File: config.mk
export PLATFORM = sky130hd
export DESIGN_NAME = lm70_spi_responder
export DESIGN_NICKNAME = d
export VERILOG_FILES = /design/src/rtl/lm70_spi_responder.sv
export SDC_FILE = /design/constraint.sdc
export NUM_CORES = 1
export LEC_CHECK = 0
export ABC_AREA = 1
export BUFFER_PORTS_ARGS = -buffer_cell sky130_fd_sc_hd__buf_4
export CAP_MARGIN = 20
export CELL_PAD_IN_SITES_DETAIL_PLACEMENT = 1
export CELL_PAD_IN_SITES_GLOBAL_PLACEMENT = 2
export CORE_ASPECT_RATIO = 0.7
export CORE_MARGIN = 4
export CORE_UTILIZATION = 34
export DETAILED_ROUTE_END_ITERATION = 8
export PLACE_DENSITY_LB_ADDON = 0.1
export SLEW_MARGIN = 30
export SYNTH_ARGS = -nofsm -noshare
export SYNTH_HDL_FRONTEND = slang
export SYNTH_SLANG_ARGS = --single-unit
File: constraint.sdc
create_clock -name clk -period 2.4 [get_ports clk]
set_clock_uncertainty 0.2 [all_clocks]
set_input_delay 0.48 -clock clk [delete_from_list [all_inputs] [get_ports clk]]
set_output_delay 0.48 -clock clk [all_outputs]
set_load 0.05 [all_outputs]
File: src/rtl/lm70_spi_responder.sv
// LM70-compatible SPI responder: serialises an 11-bit temperature, MSB first,
// over CS/SCK/SIO, with CS and SCK oversampled on the system clock.
// Optional build macro: LM70_SHUTDOWN_EN adds an 8-bit command phase after
// the 16-bit frame (8'hFF = shutdown, 8'h00 = wake) and the 16'h8001 ID word.
// Ports:
//   clk, rst_n             system clock, synchronous active-low reset
//   temp_in/valid/ready    host temperature handshake (ready = ~busy)
//   cs_n, sck, sio_in      SPI pins from the master (asynchronous)
//   sio_out, sio_oe        SIO data and output enable
//   busy, frame_done       frame in progress, 16-bit frame complete pulse
module lm70_spi_responder #(
    parameter int SYNC_STAGES = 2
) (
    input  logic        clk,
    input  logic        rst_n,
    input  logic [10:0] temp_in,
    input  logic        temp_valid,
    output logic        temp_ready,
    input  logic        cs_n,
    input  logic        sck,
    input  logic        sio_in,
    output logic        sio_out,
    output logic        sio_oe,
    output logic        busy,
    output logic        frame_done
);

    typedef enum logic [2:0] {
        IDLE,
        SHIFT,
        TAIL,
        CMD,
        HOLD
    } state_t;

    state_t state, state_nx;

    logic [SYNC_STAGES-1:0] cs_q;
    logic [SYNC_STAGES-1:0] sck_q;
    logic [SYNC_STAGES-1:0] vld_q;
    logic                   cs_prev;
    logic                   sck_prev;
    logic                   arm;
    logic                   cs_s;
    logic                   sck_s;
    logic                   cs_fall;
    logic                   cs_rise;
    logic                   sck_fall;

    logic [10:0] temp_hold;
    logic [15:0] shreg, sh_nx;
    logic [4:0]  cnt, cnt_nx;
    logic        done_nx;
    logic [15:0] frame_word;

    assign cs_s  = cs_q[SYNC_STAGES-1];
    assign sck_s = sck_q[SYNC_STAGES-1];

    // After reset the CS chain holds its reset value, so a fall is only
    // honoured once a genuine synchronised CS high has been seen.
    assign cs_fall  = arm & cs_prev & ~cs_s;
    assign cs_rise  = ~cs_prev & cs_s;
    assign sck_fall = sck_prev & ~sck_s;

    always_ff @(posedge clk) begin
        if (!rst_n) begin
            cs_q     <= '1;
            sck_q    <= '0;
            vld_q    <= '0;
            cs_prev  <= 1'b1;
            sck_prev <= 1'b0;
            arm      <= 1'b0;
        end else begin
            cs_q     <= {cs_q[SYNC_STAGES-2:0], cs_n};
            sck_q    <= {sck_q[SYNC_STAGES-2:0], sck};
            vld_q    <= {vld_q[SYNC_STAGES-2:0], 1'b1};
            cs_prev  <= cs_s;
            sck_prev <= sck_s;
            arm      <= arm | (vld_q[SYNC_STAGES-1] & cs_s);
        end
    end

    assign busy       = ~cs_prev;
    assign temp_ready = ~busy;

    always_ff @(posedge clk) begin
        if (!rst_n) begin
            temp_hold <= 11'h000;
        end else if (temp_valid && temp_ready) begin
            temp_hold <= temp_in;
        end
    end

`ifdef LM70_SHUTDOWN_EN
    logic [SYNC_STAGES-1:0] sio_q;
    logic                   sio_s;
    logic                   sck_rise;
    logic [7:0]             cmd_reg, cmd_nx;
    logic                   shutdown, sd_nx;

    assign sio_s    = sio_q[SYNC_STAGES-1];
    assign sck_rise = ~sck_prev & sck_s;

    always_ff @(posedge clk) begin
        if (!rst_n) begin
            sio_q    <= '0;
            cmd_reg  <= 8'h00;
            shutdown <= 1'b0;
        end else begin
            sio_q    <= {sio_q[SYNC_STAGES-2:0], sio_in};
            cmd_reg  <= cmd_nx;
            shutdown <= sd_nx;
        end
    end

    assign frame_word = shutdown ? 16'h8001 : {temp_hold, 5'b11111};
`else
    logic unused_sio;
    assign unused_sio = sio_in;
    assign frame_word = {temp_hold, 5'b11111};
`endif

    always_ff @(posedge clk) begin
        if (!rst_n) begin
            state      <= IDLE;
            shreg      <= 16'h0000;
            cnt        <= 5'd0;
            frame_done <= 1'b0;
        end else begin
            state      <= state_nx;
            shreg      <= sh_nx;
            cnt        <= cnt_nx;
            frame_done <= done_nx;
        end
    end

    always_comb begin
        state_nx = state;
        sh_nx    = shreg;
        cnt_nx   = cnt;
        done_nx  = 1'b0;
`ifdef LM70_SHUTDOWN_EN
        cmd_nx   = cmd_reg;
        sd_nx    = shutdown;
`endif
        // CS rise wins over any SCK edge seen in the same cycle.
        if (cs_rise) begin
            state_nx = IDLE;
            cnt_nx   = 5'd0;
        end else begin
            unique case (state)
                IDLE: begin
                    if (cs_fall) begin
                        sh_nx    = frame_word;
                        cnt_nx   = 5'd0;
                        state_nx = SHIFT;
                    end
                end
                SHIFT: begin
                    if (sck_fall) begin
                        sh_nx  = {shreg[14:0], 1'b0};
                        cnt_nx = cnt + 5'd1;
                        if (cnt == 5'd15) begin
                            done_nx = 1'b1;
`ifdef LM70_SHUTDOWN_EN
                            cnt_nx   = 5'd0;
                            state_nx = CMD;
`else
                            state_nx = TAIL;
`endif
                        end
                    end
                end
                TAIL: begin
                    state_nx = TAIL;
                end
`ifdef LM70_SHUTDOWN_EN
                CMD: begin
                    if (sck_rise) begin
                        cmd_nx = {cmd_reg[6:0], sio_s};
                        cnt_nx = cnt + 5'd1;
                        if (cnt == 5'd7) begin
                            state_nx = HOLD;
                            if (cmd_nx == 8'hFF) begin
                                sd_nx = 1'b1;
                            end else if (cmd_nx == 8'h00) begin
                                sd_nx = 1'b0;
                            end
                        end
                    end
                end
                HOLD: begin
                    state_nx = HOLD;
                end
`endif
                default: begin
                    state_nx = IDLE;
                end
            endcase
        end
    end

    // Output enable is gated by rst_n so it drops in the reset cycle itself.
    assign sio_oe  = rst_n & ((state == SHIFT) | (state == TAIL));
    assign sio_out = (state == SHIFT) ? shreg[15] : 1'b0;

endmodule

==> run metrics, run 1 <==
outcome=finished, final reports clean; CP Data Arrival Time=1440 ps; Max-cap violations=0; Reg-to-Reg End=shreg[11]; vias in the first global route=1,634; PortBufs=20; Core ar.=5400 um2; post-synthesis mux area share=0%; EDFF count, synth=0; # clock sinks=44; hold_sp=sck; GRT overflow=0; largest net degree at the start of global routing=34; Netlist Area Pre-Place=1950 um2; Comb power frac=26.6%; Final Slew Violations=0; sw power=0.602 mW; Reg power frac=47.8%; R2R Path Start=state[0]; initial antenna violation count=0; syn_area_per_cell=6.82 um2; CTS buffer count=5; most common cell after layout, fill and taps aside=nand2_1; final wirelength=4030 um; startpoint class of the critical path=register; largest family of logic cells by synthesized area=simple AND/OR/NAND/NOR gates; first drt pass iteration count=4; worst skew pair latency=300 ps; Starting Density=36.2%; Synth Area in Simple Gates=32.2%; DR vias=1,653; cell area after layout=2240 um2; Worst Hold Endpoint=sck_q[0]; CP Capture Type=primary output; area fraction of the dominant cell type after synthesis=45.1%; DP HPWL=2880 um; Post-Synth XOR/XNOR Area=0%; period utilization=88.4%; area post-placement=2150 um2; CP max FO=8; FILL cells=733; CTS clk-pin slew, worst paths=80 ps; Ys Warns=0; H-tree Lvls=2; clk buf depth=2; Distinct cells, synth=21; Synth Register Bits=44; clock power share=25.6%; PwrDens=803 nW/um2; share of cells above drive strength 1=14.1%; DRC=0; Peak VDD IR=0.268 mV; CP max-delay cell=ha_1; io pins=22; register area share after synthesis=45.1%; Layout area overhead=14.7%; Mapped Cells=286; Synth Area in Adders=2.56%; Setup-failing EPs final=0; r2r setup slk=540 ps; vias per inst=4.37; gp weighted congestion=0.715; CP cell instances=inv_1 > ha_1 > nand2_1 > inv_1 > buf_4; Synth area leader=dfxtp_1; PostCTS Resize Cnt=0; Pint=1.20 mW; min Tclk post-route=2120 ps; Die Y=71.4 um; Worst-Margin Slew=533 ps; Final Hold Viols=0; Ant. Diodes=0; drt wl/cell=10.7 um; crit-path max cell delay=360 ps; CTS tree=built; GRT Util Overall=12.7%; WS Path Type=reg -> out; ys async rst share=0%; Hold Crit Class=in -> reg; DR iter-0 viols=53; Clock Tree Root=clkbuf_8; cts hold-fix bufs=0; Final TNS setup=0 ps; hold depth=3; Die Area=7040 um2; most frequent cells in the layout=76 x nand2_1, 59 x nor2_1, 44 x dfxtp_1; Top FF cell, synth=dfxtp_1; Area contributors post-synth=dfxtp_1 45%, nand2_1 15%, nor2_1 11%; syn nets=307; critical path data required time=1720 ps; R2R depth=6; CP most frequent cell=inv_1; RSZ-0062 raised after global routing=no; Max Fclk=0.471 GHz; Layout Nets=326; Worst slew margin=64.2%; first-pass GRT wire length=7310 um; Die X=98.6 um; hold_ws=160 ps; Leak=1.10 nW; Sw Share=33.5%; Synth Area in Compound Gates=8.14%; Post CTS Setup Buffer Count=0; DRT antenna net count=0; Cell Rows=22
## per-layer routing
metal | wire length (um) | part of all wire, % | GRT usage (%)
met1 | 2220 | 55 | 17.3
met2 | 1610 | 40 | 19.5
met3 | 157 | 3.9 | 3.60
met4 | 44 | 1.1 | 4.55
met5 | 0 | 0 | 0
## through the flow
stage                     setup WS [ps]  power [mW]  instances  utilization (%)
final                               278        1.80        378             41.5
after global routing               83.8        1.97        378             41.5
after CTS                           240        1.84        378             41.5
after detailed placement            526        1.36        370             39.9
after global placement              529        1.35        370             39.9
after floorplan                     383        1.27        286                -
## sequential cells by signal (all words and copies together) (netlist names), 2 cells and up
signal,cells
shreg,16
temp_hold,11
cnt,5
cs_q,2
sck_q,2
state,2
vld_q,2
## final cells by class
| type | instances | area, um2 | area share [%] |
|---|---|---|---|
| Multi-Input combinational cell | 188 | 838 | 37.5 |
| Tap cell | 72 | 90.1 | 4.02 |
| Sequential cell | 44 | 881 | 39.4 |
| Clock buffer | 5 | 68.8 | 3.07 |
| Clock inverter | 3 | 18.8 | 0.838 |
| Inverter | 41 | 154 | 6.88 |
| Timing Repair Buffer | 25 | 188 | 8.38 |
## how the worst max path moves through the flow
stage               slack [ps]   endpoint  cells past startpoint     start
global route                80    sio_out                      5  state[1]
CTS                        240    sio_out                      5  state[1]
global placement           530  shreg[11]                      6  state[0]
detailed placement         530  shreg[11]                      6  state[0]
floorplan                  380     sio_oe                      4     rst_n
finish                     280    sio_out                      5  state[1]
## critical path: cells and delay by family (launching register included)
family,cells,cell delay (ps)
adder cells (fa/ha/maj),1,360
flip-flops,1,320
AND/OR/NAND/NOR,1,120
buffers and inverters,3,340
## synth_stat cells (2+ instances only)
cell type and instances:
dfxtp_1 44, nor2_1 59, ha_1 4, o21ai_0 23
nor2_4 2, buf_6 3, clkbuf_1 6, nand3_1 9
nand2_2 2, nand2_1 76, buf_2 3, or2_2 3
inv_1 39, a21oi_1 6
## logic make-up after synthesis
family | after synthesis
buf+inv | 54
compound gates | 31
fa+ha+maj | 4
simple gates | 153
flops | 44
## power by group through the flow
stage | combinational [mW] | sequential [mW] | clock [mW]
floorplan | 0.398 | 0.870 | 0
global placement | 0.479 | 0.875 | 0
detailed placement | 0.484 | 0.878 | 0
CTS | 0.488 | 0.862 | 0.493
global route | 0.571 | 0.871 | 0.525
finish | 0.478 | 0.860 | 0.460
(Power assumes the default switching activity.)
==> inputs of run 2 (changes only) <==
--- a/config.mk
+++ b/config.mk
@@ -11,7 +11,7 @@
 export CELL_PAD_IN_SITES_DETAIL_PLACEMENT = 1
 export CELL_PAD_IN_SITES_GLOBAL_PLACEMENT = 2
 export CORE_ASPECT_RATIO = 0.7
-export CORE_MARGIN = 4
+export CORE_MARGIN = 8
 export CORE_UTILIZATION = 34
 export DETAILED_ROUTE_END_ITERATION = 8
 export PLACE_DENSITY_LB_ADDON = 0.1
==> run metrics, run 2 (synthesis results as in run 1) <==
CP max-delay cell=ha_1 (unchanged); most frequent cells in the layout=76 x nand2_1, 59 x nor2_1, 44 x dfxtp_1 (unchanged); cell area after layout=2260 um2 (was 2240 um2); Worst-Margin Slew=487 ps (was 533 ps); CP Data Arrival Time=1500 ps (was 1440 ps); metal2 WL=1530 um (was 1610 um); CTS clk-pin slew, worst paths=90 ps (was 80 ps); CP Buf/Inv Count=3 (unchanged); Post CTS Setup Buffer Count=0 (unchanged); DRC=0 (unchanged); RSZ-0062 raised after global routing=no (unchanged); Starting Density=34.6% (was 36.2%); Placed Cells=372 (was 370); Most flops, register=shreg (unchanged); Worst slew margin=67.3% (was 64.2%); Max-cap violations=0 (unchanged); Final Hold Viols=0 (unchanged); worst skew pair latency=290 ps (was 300 ps); DR vias=1,619 (was 1,653); share of cells above drive strength 1=13.8% (was 14.1%); # clock sinks=44 (unchanged); gp weighted congestion=0.733 (was 0.715); Die Area=8460 um2 (was 7040 um2); CTS tree=built (unchanged); cts hold-fix bufs=0 (unchanged); drt wl/cell=10.7 um (about the same); fin util=40.0% (was 41.5%); Layout Nets=325 (was 326); Die X=107 um (was 98.6 um); Layout area overhead=15.7% (was 14.7%); DP HPWL=2900 um (was 2880 um); max reg flops=16 (unchanged); critical path data required time=1720 ps (about the same); period utilization=91.0% (was 88.4%); largest delay contributor family on the critical path=adder cells (unchanged); clk buf depth=2 (unchanged); Post-Layout Cell Count=380 (was 378); WS Path Type=reg -> out (unchanged); PortBufs=20 (unchanged); CP max FO=11 (was 8); area post-placement=2150 um2 (about the same); Clock Tree Root=clkbuf_8 (unchanged); H-tree Lvls=2 (unchanged); crit-path max cell delay=430 ps (was 360 ps); Final Slew Violations=0 (unchanged); critical path depth in cells=5 (unchanged); startpoint class of the critical path=register (unchanged); Critical Path End=sio_out (unchanged); R2R Path Start=state[1] (was state[0]); CP Capture Type=primary output (unchanged); DR iter-0 viols=40 (was 53); PostCTS Resize Cnt=0 (unchanged); DRT antenna net count=0 (unchanged); io pins=22 (unchanged); Critical Path Start=state[1] (unchanged); Ant. Diodes=0 (unchanged); Setup-failing EPs final=0 (unchanged); GRT overflow=0 (unchanged); outcome=finished, final reports clean (unchanged); min Tclk post-route=2180 ps (was 2120 ps); Core ar.=5640 um2 (was 5400 um2); initial antenna violation count=0 (unchanged); Max Fclk=0.458 GHz (was 0.471 GHz); Hold Crit Class=in -> reg (unchanged); FILL cells=759 (was 733); vias in the first global route=1,569 (was 1,634); Reg-to-Reg End=shreg[11] (unchanged); Final TNS setup=0 ps (unchanged); CP cell instances=inv_1 > ha_1 > nand2_1 > inv_1 > buf_4 (unchanged); most common cell after layout, fill and taps aside=nand2_1 (unchanged); Peak VDD IR=0.305 mV (was 0.268 mV); met3 WL=140 um (was 157 um); largest net degree at the start of global routing=33 (was 34); GRT Util Overall=10.3% (was 12.7%); vias per inst=4.26 (was 4.37); Top Registers=shreg x16, temp_hold x11, cnt x5 (unchanged); CP most frequent cell=inv_1 (unchanged); Cell Rows=23 (was 22); hold_ws=169 ps (was 160 ps); r2r setup slk=500 ps (was 540 ps); first-pass GRT wire length=7180 um (was 7310 um); first drt pass iteration count=4 (unchanged); max layer used=met4 (unchanged); Leak=1.10 nW (about the same); R2R depth=7 (was 6); Die Y=79.4 um (was 71.4 um); WL met1=2350 um (was 2220 um); CTS buffer count=5 (unchanged); PwrDens=839 nW/um2 (was 803 nW/um2); final wirelength=4050 um (was 4030 um)
-- run 2: cell types whose count changed in the layout (fill, tap and decap cells not counted) --
cell | previous run | this run
buf_4 | 25 | 24
bufinv_16 | 0 | 1
clkinv_2 | 2 | 1
clkinv_4 | 1 | 0
clkinvlp_4 | 0 | 1
-- run 2: per-layer routing --
layer	track usage, %	vias to the layer above
met5	0	-
met4	2.52	0
met3	3.23	2
met2	14.4	17
met1	14.7	714
li1	-	886
-- run 2: how the worst min path moves through the flow --
stage | from | end | slack, ps | cells after the start
5_1_grt | cs_n | cs_q[0] | 160 | 2
4_1_cts | sck | sck_q[0] | 160 | 3
2_1_floorplan | sck_q[0] | sck_q[1] | 190 | 2
6_report | sck | sck_q[0] | 170 | 3
3_3_place_gp | cs_q[0] | cs_q[1] | 200 | 1
3_5_place_dp | cs_q[0] | cs_q[1] | 200 | 1
-- run 2: area by class of cell --
| class | count | area (um2) | share of cell area (%) |
|---|---|---|---|
| Timing Repair Buffer | 24 | 180 | 7.98 |
| Clock inverter | 3 | 42.5 | 1.88 |
| Tap cell | 75 | 93.8 | 4.16 |
| Sequential cell | 44 | 881 | 39.0 |
| Clock buffer | 5 | 68.8 | 3.05 |
| Multi-Input combinational cell | 188 | 838 | 37.1 |
| Inverter | 41 | 154 | 6.81 |
-- run 2: power by group --
part	internal (mW)	switching [mW]	total [mW]
clock network	0.308	0.256	0.564
registers	0.825	0.0338	0.858
logic	0.165	0.308	0.472
total	1.30	0.597	1.89
-- run 2: tightest hold or removal path, delay by kind of cell --
family / cells / cell delay, ps
buffers and inverters: 2 / 110
and+or+nand+nor: 1 / 40
-- run 2: metrics by stage --
stage	setup WS, ps	power [mW]
after global routing	64.9	2.04
after global placement	486	1.35
final	217	1.89
after CTS	164	1.94
after detailed placement	473	1.36
after floorplan	383	1.27
